### src/rtl/tri_wave_phase_gen.sv
// Phase-accumulator ROM address generator for the triangular-wave DAC path.
// Continuous or N-period burst output, phase offset, wrap-synchronous FTW updates.
module tri_wave_phase_gen #(
  parameter int ACC_WIDTH   = 32,
  parameter int ADDR_WIDTH  = 10,
  parameter int CNT_WIDTH   = 16,
  parameter int ROM_LATENCY = 1
) (
  input  logic                  clk,
  input  logic                  rst,
  input  logic                  start,
  input  logic                  stop,
  input  logic                  abort,
  input  logic                  burst_mode,
  input  logic [CNT_WIDTH-1:0]  burst_cycles,
  input  logic [ACC_WIDTH-1:0]  ftw_in,
  input  logic                  ftw_load,
  input  logic [ADDR_WIDTH-1:0] phase_off,
  output logic [ADDR_WIDTH-1:0] addr,
  output logic                  addr_vld,
  output logic                  data_vld,
  output logic                  wrap,
  output logic                  busy
);

  typedef enum logic [1:0] {S_IDLE, S_RUN, S_STOP_PEND} state_t;

  state_t                  r_state;
  state_t                  w_state_next;
  logic [ACC_WIDTH-1:0]    r_acc;
  logic [ACC_WIDTH-1:0]    r_ftw_active;
  logic [ACC_WIDTH-1:0]    r_ftw_pend;
  logic                    r_pend_flag;
  logic [ADDR_WIDTH-1:0]   r_addr;
  logic [ADDR_WIDTH-1:0]   r_off;
  logic                    r_addr_vld;
  logic                    r_wrap;
  logic                    r_mode;
  logic [CNT_WIDTH-1:0]    r_limit;
  logic [CNT_WIDTH-1:0]    r_cnt;
  logic [ROM_LATENCY-1:0]  r_vld_pipe;

  logic [ACC_WIDTH:0]      w_acc_sum;
  logic [ACC_WIDTH-1:0]    w_acc_next;
  logic                    w_carry;
  logic [ADDR_WIDTH-1:0]   w_addr_next;
  logic [CNT_WIDTH-1:0]    w_cnt_inc;
  logic                    w_burst_end;
  logic                    w_ftw_copy;
  logic                    w_launch;
  logic                    w_end;
  logic                    w_step;

  assign w_acc_sum   = {1'b0, r_acc} + {1'b0, r_ftw_active};
  assign w_acc_next  = w_acc_sum[ACC_WIDTH-1:0];
  assign w_carry     = w_acc_sum[ACC_WIDTH];
  assign w_addr_next = w_acc_next[ACC_WIDTH-1 -: ADDR_WIDTH] + r_off;
  assign w_cnt_inc   = r_cnt + 1'b1;
  assign w_burst_end = r_mode && (r_limit != '0) && w_carry && (w_cnt_inc == r_limit);
  // A pending word goes live at once when idle, otherwise only on an overflow.
  assign w_ftw_copy  = r_pend_flag && ((r_state == S_IDLE) || w_carry);

  // NOTE: every signal written here gets a default first, so no latch is inferred.
  always_comb begin
    w_state_next = r_state;
    w_launch     = 1'b0;
    w_end        = 1'b0;
    w_step       = 1'b0;
    case (r_state)
      S_IDLE: begin
        if (start && !abort) begin
          w_launch     = 1'b1;
          w_state_next = S_RUN;
        end
      end
      S_RUN, S_STOP_PEND: begin
        if (abort || w_burst_end || ((r_state == S_STOP_PEND) && w_carry)) begin
          w_end        = 1'b1;
          w_state_next = S_IDLE;
        end else begin
          w_step = 1'b1;
          if ((r_state == S_RUN) && stop) w_state_next = S_STOP_PEND;
        end
      end
      default: w_state_next = S_IDLE;
    endcase
  end

  // NOTE: sequential state uses non-blocking assignments so all registers update together.
  always_ff @(posedge clk or posedge rst) begin
    if (rst) r_state <= S_IDLE;
    else     r_state <= w_state_next;
  end

  always_ff @(posedge clk or posedge rst) begin
    if (rst) begin
      r_ftw_active <= '0;
      r_ftw_pend   <= '0;
      r_pend_flag  <= 1'b0;
    end else begin
      if (w_ftw_copy) r_ftw_active <= r_ftw_pend;
      if (ftw_load)   r_ftw_pend   <= ftw_in;
      r_pend_flag <= ftw_load || (r_pend_flag && !w_ftw_copy);
    end
  end

  always_ff @(posedge clk or posedge rst) begin
    if (rst) begin
      r_acc      <= '0;
      r_addr     <= '0;
      r_off      <= '0;
      r_addr_vld <= 1'b0;
      r_wrap     <= 1'b0;
      r_mode     <= 1'b0;
      r_limit    <= '0;
      r_cnt      <= '0;
    end else if (w_launch) begin
      r_acc      <= '0;
      r_addr     <= phase_off;
      r_off      <= phase_off;
      r_addr_vld <= 1'b1;
      r_wrap     <= 1'b0;
      r_mode     <= burst_mode;
      r_limit    <= burst_cycles;
      r_cnt      <= '0;
    end else if (w_step) begin
      r_acc  <= w_acc_next;
      r_addr <= w_addr_next;
      r_wrap <= w_carry;
      if (w_carry) r_cnt <= w_cnt_inc;
    end else begin
      // Terminating or idle: the final wrapped sample is suppressed, addr holds.
      r_addr_vld <= r_addr_vld && !w_end;
      r_wrap     <= 1'b0;
    end
  end

  always_ff @(posedge clk or posedge rst) begin
    if (rst) begin
      r_vld_pipe <= '0;
    end else begin
      r_vld_pipe[0] <= r_addr_vld;
      for (int i = 1; i < ROM_LATENCY; i++) r_vld_pipe[i] <= r_vld_pipe[i-1];
    end
  end

  assign addr     = r_addr;
  assign addr_vld = r_addr_vld;
  assign wrap     = r_wrap;
  assign data_vld = r_vld_pipe[ROM_LATENCY-1];
  assign busy     = (r_state != S_IDLE);

endmodule

### config.mk
export PLATFORM = sky130hd
export DESIGN_NAME = tri_wave_phase_gen
export DESIGN_NICKNAME = d
export VERILOG_FILES = /design/src/rtl/tri_wave_phase_gen.sv
export SDC_FILE = /design/constraint.sdc
export NUM_CORES = 1
export LEC_CHECK = 0
export ABC_AREA = 1
export CAP_MARGIN = 20
export CORE_MARGIN = 3
export CORE_UTILIZATION = 38
export CTS_CLUSTER_SIZE = 40
export DETAILED_ROUTE_END_ITERATION = 8
export PLACE_DENSITY = 0.58
export RECOVER_POWER = 25
export SLEW_MARGIN = 5
export SYNTH_ARGS = -nofsm -noshare
export SYNTH_HDL_FRONTEND = slang
export SYNTH_SLANG_ARGS = --single-unit
### constraint.sdc
create_clock -name clk -period 15 [get_ports clk]
set_input_delay 3 -clock clk [delete_from_list [all_inputs] [get_ports clk]]
set_output_delay 3 -clock clk [all_outputs]
set_load 0.01 [all_outputs]
==> results of run 1 <==
## final cells by class
class                      instances  area (um2)
clock inverter                    13         191
tap                              319         399
timing repair buffer              81         797
sequential                       155        3880
clock buffer                      18         429
fill                            2435       12900
inverter                         135         509
multi-input combinational        946        4810
## state kept, by name (all words and copies together) (netlist names)
register	cells
r_state	2
addr	10
data_vld	1
r_cnt	16
r_acc	32
r_off	10
r_limit	16
r_pend_flag	1
r_ftw_active	32
wrap	1
r_ftw_pend	32
r_mode	1
addr_vld	1
## power breakdown
part           total, mW  internal [mW]  switching, mW
registers          0.698          0.575          0.123
logic               1.18          0.451          0.728
clock network      0.463          0.280          0.183
total               2.34           1.31           1.03
## worst max path at each step
stage | startpoint | end | slack (ps) | depth (start not counted)
2_1_floorplan | rst | addr[0] | 7820 | 1
3_3_place_gp | abort | addr[4] | 9400 | 7
3_5_place_dp | abort | addr[6] | 9330 | 7
4_1_cts | abort | addr[8] | 9780 | 7
5_1_grt | rst | r_ftw_active[24] | 7940 | 3
6_report | rst | r_ftw_active[24] | 8750 | 3
## cells by family (layout without fill, tap and decap cells)
group                      count (synthesis)  in the layout  share of synthesized area
AOI/OAI and AO/OA                        171            171                     0.0986
xor gates and xnor gates                  28             28                     0.0261
adders and majority gates                 48             48                     0.0654
buffers and inverters                    178            247                     0.0771
DFF                                      155            155                      0.412
and+or+nand+nor                          699            699                      0.321
## synth_stat cells, types with 2 or more instances
cell      number
a211oi_1       3
fa_1           2
nand3_1      150
nand2_2        6
ha_1          46
o21bai_1       5
o22ai_1        3
nor3_1         6
o21ai_0      100
inv_1        131
a21oi_1       43
o21bai_2       2
a31oi_1        5
or2_2          3
nor2_4         5
buf_4          5
nand4_1       20
inv_2          3
nand2_4        2
nor2_2         2
dfrtp_1      155
nand3b_1       8
a21o_1         6
xnor2_1       10
xor2_1        18
nand2_1      407
buf_6          5
nor2_1        83
nor4_1         3
clkbuf_1      32
## worst max-delay path: stages
cell,delay [ps]
dlygate4sd3_1,550
clkinvlp_2,2070
buf_4,990
## layer usage
| layer | track usage | wire length, um | vias up |
|---|---|---|---|
| met5 | 0 | 0 | - |
| met4 | 0.0638 | 541 | 0 |
| met3 | 0.0297 | 810 | 31 |
| met2 | 0.293 | 10400 | 139 |
| met1 | 0.242 | 11000 | 3707 |
| li1 | - | - | 4270 |
## metrics by stage
step	area, um2	hold WS, ps
5_1_grt	11000	422
2_1_floorplan	9410	429
3_3_place_gp	10400	383
3_5_place_dp	10400	385
4_1_cts	11000	399
6_report	11000	397
==> results.md, run 1 <==
Status:
- The flow ran to the end, but the final reports show violations.
- The final reports fail on capacitance limit, slew limit.

Setup path:
- The type of the worst setup path is in2async.
- Of all nets on the critical path, the largest fanout is between 80 and 90.
- STA classifies the critical path endpoint as an asynchronous set/reset pin.
- The kind of start point of the critical path is an input pin.
- The startpoint identified for the worst register-to-register timing path is r_acc[0].
- Data on the critical path is required at its endpoint by ~15000 ps.
- Measured in cells, the most critical reg-to-reg path has a length of 28.
- The endpoint identified for the worst register-to-register timing path is addr[8].
- For flop-to-flop paths, the worst setup slack is 10190 ps.
- The arrival time of the worst setup path is 6690 ps.

Power and ir drop:
- IR analysis of the VDD net gives a maximum drop of between 0.00009 and 0.0001 V.
- The leakage power is 5.60 nW.
- The power density normalized to cell area is around 210 nW/um2.
- The total chip power is around 2.3 mW.

Drt:
- The routed via count divided by cell count is 4.89.
- For this run, design rule violations remaining after detail routing come to 0.
- Wires add up to between 20000 and 25000 um.
- The pre-antenna-repair detailed-routing pass consisted of 5 iterations.
- The routed layout has around 8100 vias.
- After the first detailed-routing iteration, the DRC count stood at between 500 and 600.
- The number of antenna-violating nets in the routed design is 0.
- In the final routed layout, each cell accounts on average for 13.7 um.

Logic synthesis:
- Counting flops with a built-in enable in the synthesized netlist gives 0.
- The library cell occupying the most area in the post-synthesis netlist is dfrtp_1.
- The synthesized netlist occupies a cell area of roughly 9400 um2.
- By area the synthesized netlist is led by dfrtp_1 41%, nand2_1 16%, nand3_1 8.0%.
- The post-synthesis cell count is 1279.
- The number of distinct library cell variants in the gate-level netlist after synthesis is 40.
- The synthesized area divided by synthesized cell count is about 7.4 um2.
- The fraction of registers with async set or reset after synthesis is 1.00.
- The count of state elements after synthesis is approximately 160.
- Of the post-synthesis cell area, the dominant cell type holds 0.412.
- During synthesis, Yosys emitted a total of 0 warnings.
- Synthesis produced a netlist with a net count of ~1400.
- The most used flip-flop cell after synthesis is dfrtp_1.
- The share of synthesized area occupied by flip-flops and latches is 0.412.

Floorplanning:
- The die area is between 20000 and 30000 um2.
- The die extent in y is approximately 160 um.
- The horizontal die dimension is approximately 160 um.
- The floorplan has between 50 and 60 rows.
- The core area is between 20000 and 25000 um2.
- The initial utilization of the core area, before any placement, comes to 0.394.
- The top-level I/O count is 79.

STA:
- Static timing analysis puts the maximum clock frequency at 160 MHz.
- For the pin with the worst max-slew slack, the measured transition is about 3700 ps.
- The number of failing setup endpoints in the final timing report is 0.
- The worst path meets setup with 8750 ps of slack.
- In the finished design, the share of the clock period the worst path needs comes to 0.417.
- For the final routed database, the setup TNS stands at 0 ps.
- The number of endpoints with negative hold slack in the final report is 0.
- The smallest clock period supported by the final layout is computed as 6250 ps.
- Setup repair after global routing left no endpoint under its margin.
- The relative slew slack is -1.48.
- For the final database, setup skew stands at roughly 13 ps.
- The count of final max-slew check failures is 214.

Min path:
- Counting instances, the worst hold path has a depth of 0.
- In this run the most critical hold path is launched from addr_vld.
- The path with the worst hold slack has its endpoint at data_vld.
- The worst hold path class is reg2reg.

Placed design:
- The worst-case setup slack after placement is around 9300 ps.
- In this run, placement finished with an instance count of between 1500 and 2000.
- The HPWL after detailed placement is ~16000 um.
- Buffers placed on the I/O ports in this run total 78.
- The weighted congestion at the end of routability-driven global placement is a little over 0.9.

CTS:
- Clock-pin slew was measured on the worst setup and hold paths at roughly 60 ps.
- The maximum buffer depth of the clock tree is 2.
- The clock sink count is ~160.
- The number of H-tree branching levels is 4.
- The post-CTS setup-driven buffer insertion count is 0.
- Buffers inserted to repair hold after CTS numbered 0.
- Counting the buffers created by CTS gives 17.
- In this run the clock root is driven by a clkbuf_16.
- TritonCTS built the clock tree.
- The clock network latency to the later pin of the worst-skew pair is 430 ps.
- Gates resized during post-CTS repair numbered 0.

Flow run:
- The max-cap violation count is 3.

Final layout:
- The fraction of layout instances using a drive strength above 1 is 0.0453.
- Excluding fillers, the count of instances in the completed layout stands at approximately 1700.
- The most common library cell in the layout ignoring fill and taps is nand2_1.
- In the layout the commonest cells are 407 x nand2_1, 155 x dfrtp_1, 150 x nand3_1, 130 x inv_1, 100 x o21ai_0.
- From synthesis to final layout, the design area changed by 17.1%.
- Once layout is complete, the utilization of the core stands at 0.461.
- The final layout contains 1449 nets.
- The number of antenna repair diodes is 0.

Global routing:
- The via count of the first global-routing pass is 8019.
- The sum of overflow across all layers after global routing is 0.
- Entering global routing, the biggest net connects 83 pins.
- Across every metal layer, demand over resource in global routing totals 0.180.
- The initial antenna violation count is 0.
- The first global-routing pass estimated slightly below 40000 um of wire.
Power figures use the tool's default switching activity.
==> inputs of run 2 (changes only) <==
Clock period 15 ns to 5.8 ns, I/O delays scaled along.
==> run 2 against run 1 <==
The flow still finishes with violations (capacitance limit, slew limit). Global-route usage grew 0.37 points. Largest power group unchanged. Total power rose to 2.6 times the previous value. Non-clock buffer count increased by 2. Routed wire length grew 2.2%. Critical endpoint is now addr[8]. Sequential share of layout area is essentially flat. Highest routed layer unchanged. Die area did not move. Critical path depth rose by 25. Critical path type is now reg2reg.
==> results.md, run 2 (synthesized netlist as in run 1, its figures left out) <==
Drt:
- The first-pass iteration count of the detailed router is 5 (unchanged).
- The number of antenna-violating nets in the routed design is 0 (unchanged).
- The routed via count divided by cell count is 4.98 (+1.8%).
- The vias after detailed routing is 8310 (+2.0%).
- The per-cell routed wire length was 13.9 um (+2.0%).
- The post-detailed-route DRC marker count is 0 (unchanged).
- The final routed wirelength across all metal layers is 23300 um (+2.2%).
- The number of DRC markers in iteration 0 is 605 (+6.0%).

Flow run:
- The max-cap violation count was 2 (-1).

Final layout:
- The non-filler instance count after layout came to 1670 (+0.18%).
- The number of antenna repair diodes is 0 (unchanged).
- The largest registers in the layout are r_acc: 32 flops, r_ftw_active: 32 flops, r_ftw_pend: 32 flops.
- The total number of nets in the final design is 1451 (+0.14%).
- The layout-stage area growth over the synthesis result is 17.1% (about the same).
- The number of fillers in the final layout is 2452 (+0.70%).
- The total non-filler cell area in the finished layout is 11000 um2 (about the same).
- The post-layout utilization of the core is 0.461 (about the same).
- Leaving out fill and tap cells, the most frequent cell in the layout is nand2_1.
- The library cells used most frequently in the layout, excluding fill and tap cells, are 406 x nand2_1, 155 x dfrtp_1, 150 x nand3_1, 130 x inv_1, 100 x o21ai_0.
- The fraction of layout instances using a drive strength above 1 is 0.0489 (+0.00360).

STA:
- The slew at the pin closest to its max-slew limit is 2580 ps (-1120 ps).
- The number of endpoints with negative hold slack in the final report is 0 (unchanged).
- The peak clock frequency supported by timing is roughly 230 MHz.
- The relative slew slack was -0.727 (+0.752).
- The smallest clock period supported by the final layout is computed as around 4400 ps.
- The sum of negative setup slack is 0 ps (unchanged).
- The number of failing setup endpoints in the final timing report is 0 (unchanged).
- In the finished design, the share of the clock period the worst path needs comes to 0.760.
- The clock skew came to 19.1 ps (+5.78 ps).
- The count of final max-slew check failures is 124 (-42%).
- Setup repair after global routing left no endpoint under its margin.

CTS:
- The number of CTS-inserted buffers came to 17 (unchanged).
- The clock tree root driver cell is clkbuf_16.
- The maximum buffer depth of the clock tree was 2 (unchanged).
- The number of H-tree branching levels came to 4 (unchanged).
- The CTS tree is built.
- The clock sink count came to 155 (unchanged).
- The clock network latency to the later pin of the worst-skew pair came to 440 ps (about the same).
- The hold-fix buffer count after cts is 0 (unchanged).
- The post-CTS setup-driven buffer insertion count is 0 (unchanged).
- The number of resized instances in the post-cts repair step was 0 (unchanged).
- The clock transition at the register clock pins on the worst setup and hold paths after CTS came to 70 ps (about the same).

Placed design:
- The HPWL after detailed placement was 16500 um (+2.3%).
- The total instance count after detailed placement is 1637 (+0.061%).
- The weighted congestion at the end of routability-driven global placement is 0.910 (-2.4%).
- The number of buffer cells added on primary ports is 78 (unchanged).
- The instance area after placement was 10400 um2 (+0.19%).

Floorplanning:
- The floorplan row count is 56 (unchanged).
- The initial cell density of the core was 0.394 (unchanged).
- The core area is 23900 um2 (unchanged).
- The top-level I/O count was 79 (unchanged).
- The die area is 26700 um2 (unchanged).
- The die extent in y came to 163 um (unchanged).
- The horizontal die dimension is 163 um (unchanged).

Power and ir drop:
- The power density normalized to cell area is 547 nW/um2 (+160%).
- The leakage power is 5.62 nW (+0.22%).
- The peak supply drop was 0.000190 V (+91%).

Global routing:
- The pin count of the biggest net entering global routing is 84 (+1.2%).
- The sum of overflow across all layers after global routing was 0 (unchanged).
- The initial antenna violation count was 0 (unchanged).
- The via count of the first global-routing pass is 8122 (+1.3%).
- The wire length of the first global-routing pass is 39700 um (+1.7%).
- The aggregate global-route resource usage was 0.183 (+0.00373).

Min path:
- The worst hold path class is reg2reg.

Setup path:
- The arrival time of the worst setup path is 4730 ps (-1960 ps).
- The kind of start point of the critical path is a register.
- The worst setup path is captured at a register.
- The slowest stage of the critical path is the fa_1 cell.
- The largest incremental delay on the critical path is 390 ps (-1680 ps).
- The largest fanout on the critical path is 4 (-95%).
- Among the stages of the critical path, the cell type that occurs most often is nand2_1.
- The type of the worst setup path is reg2reg.
- The data required time at the worst endpoint was 6120 ps (-9310 ps).

Status:
- The checks that failed: capacitance limit, slew limit.
- The run finished, with violations left.
## run 2: layout make-up
class,count,area (um2),area share
multi-input combinational,946,4810,0.437
sequential,155,3880,0.352
timing repair buffer,83,837,0.0760
inverter,135,509,0.0462
clock buffer,17,425,0.0386
tap,319,399,0.0362
clock inverter,15,151,0.0137
## run 2: worst paths after layout
path	start	end	slack, ps	cells after the start
max reg2reg	r_acc[0]	addr[8]	1390	28
max	r_acc[0]	addr[8]	1390	28
max in group asynchronous	rst	r_ftw_active[17]	2260	3
min reg2reg	addr_vld	data_vld	410	0
min in group asynchronous	rst	r_ftw_pend[31]	1900	2
min	addr_vld	data_vld	410	0
## run 2: report_power, final
group | switching (mW) | leakage, nW | total, mW | internal [mW]
Clock | 0.506 | 0.286 | 1.11 | 0.608
Sequential | 0.317 | 1.97 | 1.80 | 1.49
Combinational | 1.92 | 3.36 | 3.11 | 1.19
## run 2: through the flow
stage | setup WS, ps | power (mW) | hold WS, ps
finish | 1390 | 6.02 | 414
global route | 955 | 6.64 | 423
CTS | 1370 | 6.05 | 420
detailed placement | 1400 | 4.90 | 402
global placement | 1540 | 4.87 | 409
floorplan | 462 | 4.11 | 429
## run 2: critical path, delay by kind of cell, from the launching register on
family | cells | cell delay [ps]
XOR/XNOR | 2 | 360
buffers and inverters | 2 | 140
AO/OA/AOI/OAI | 5 | 770
adder cells (fa/ha/maj) | 4 | 1250
flip-flops | 1 | 380
AND/OR/NAND/NOR | 15 | 1430
## run 2: layer usage
layer	track usage	part of all wire	wire length (um)	up-vias
li1	-	-	-	4276
met1	0.254	0.49	11500	3851
met2	0.293	0.45	10600	157
met3	0.0327	0.039	905	26
met4	0.0565	0.015	357	0
met5	0	0	0	-
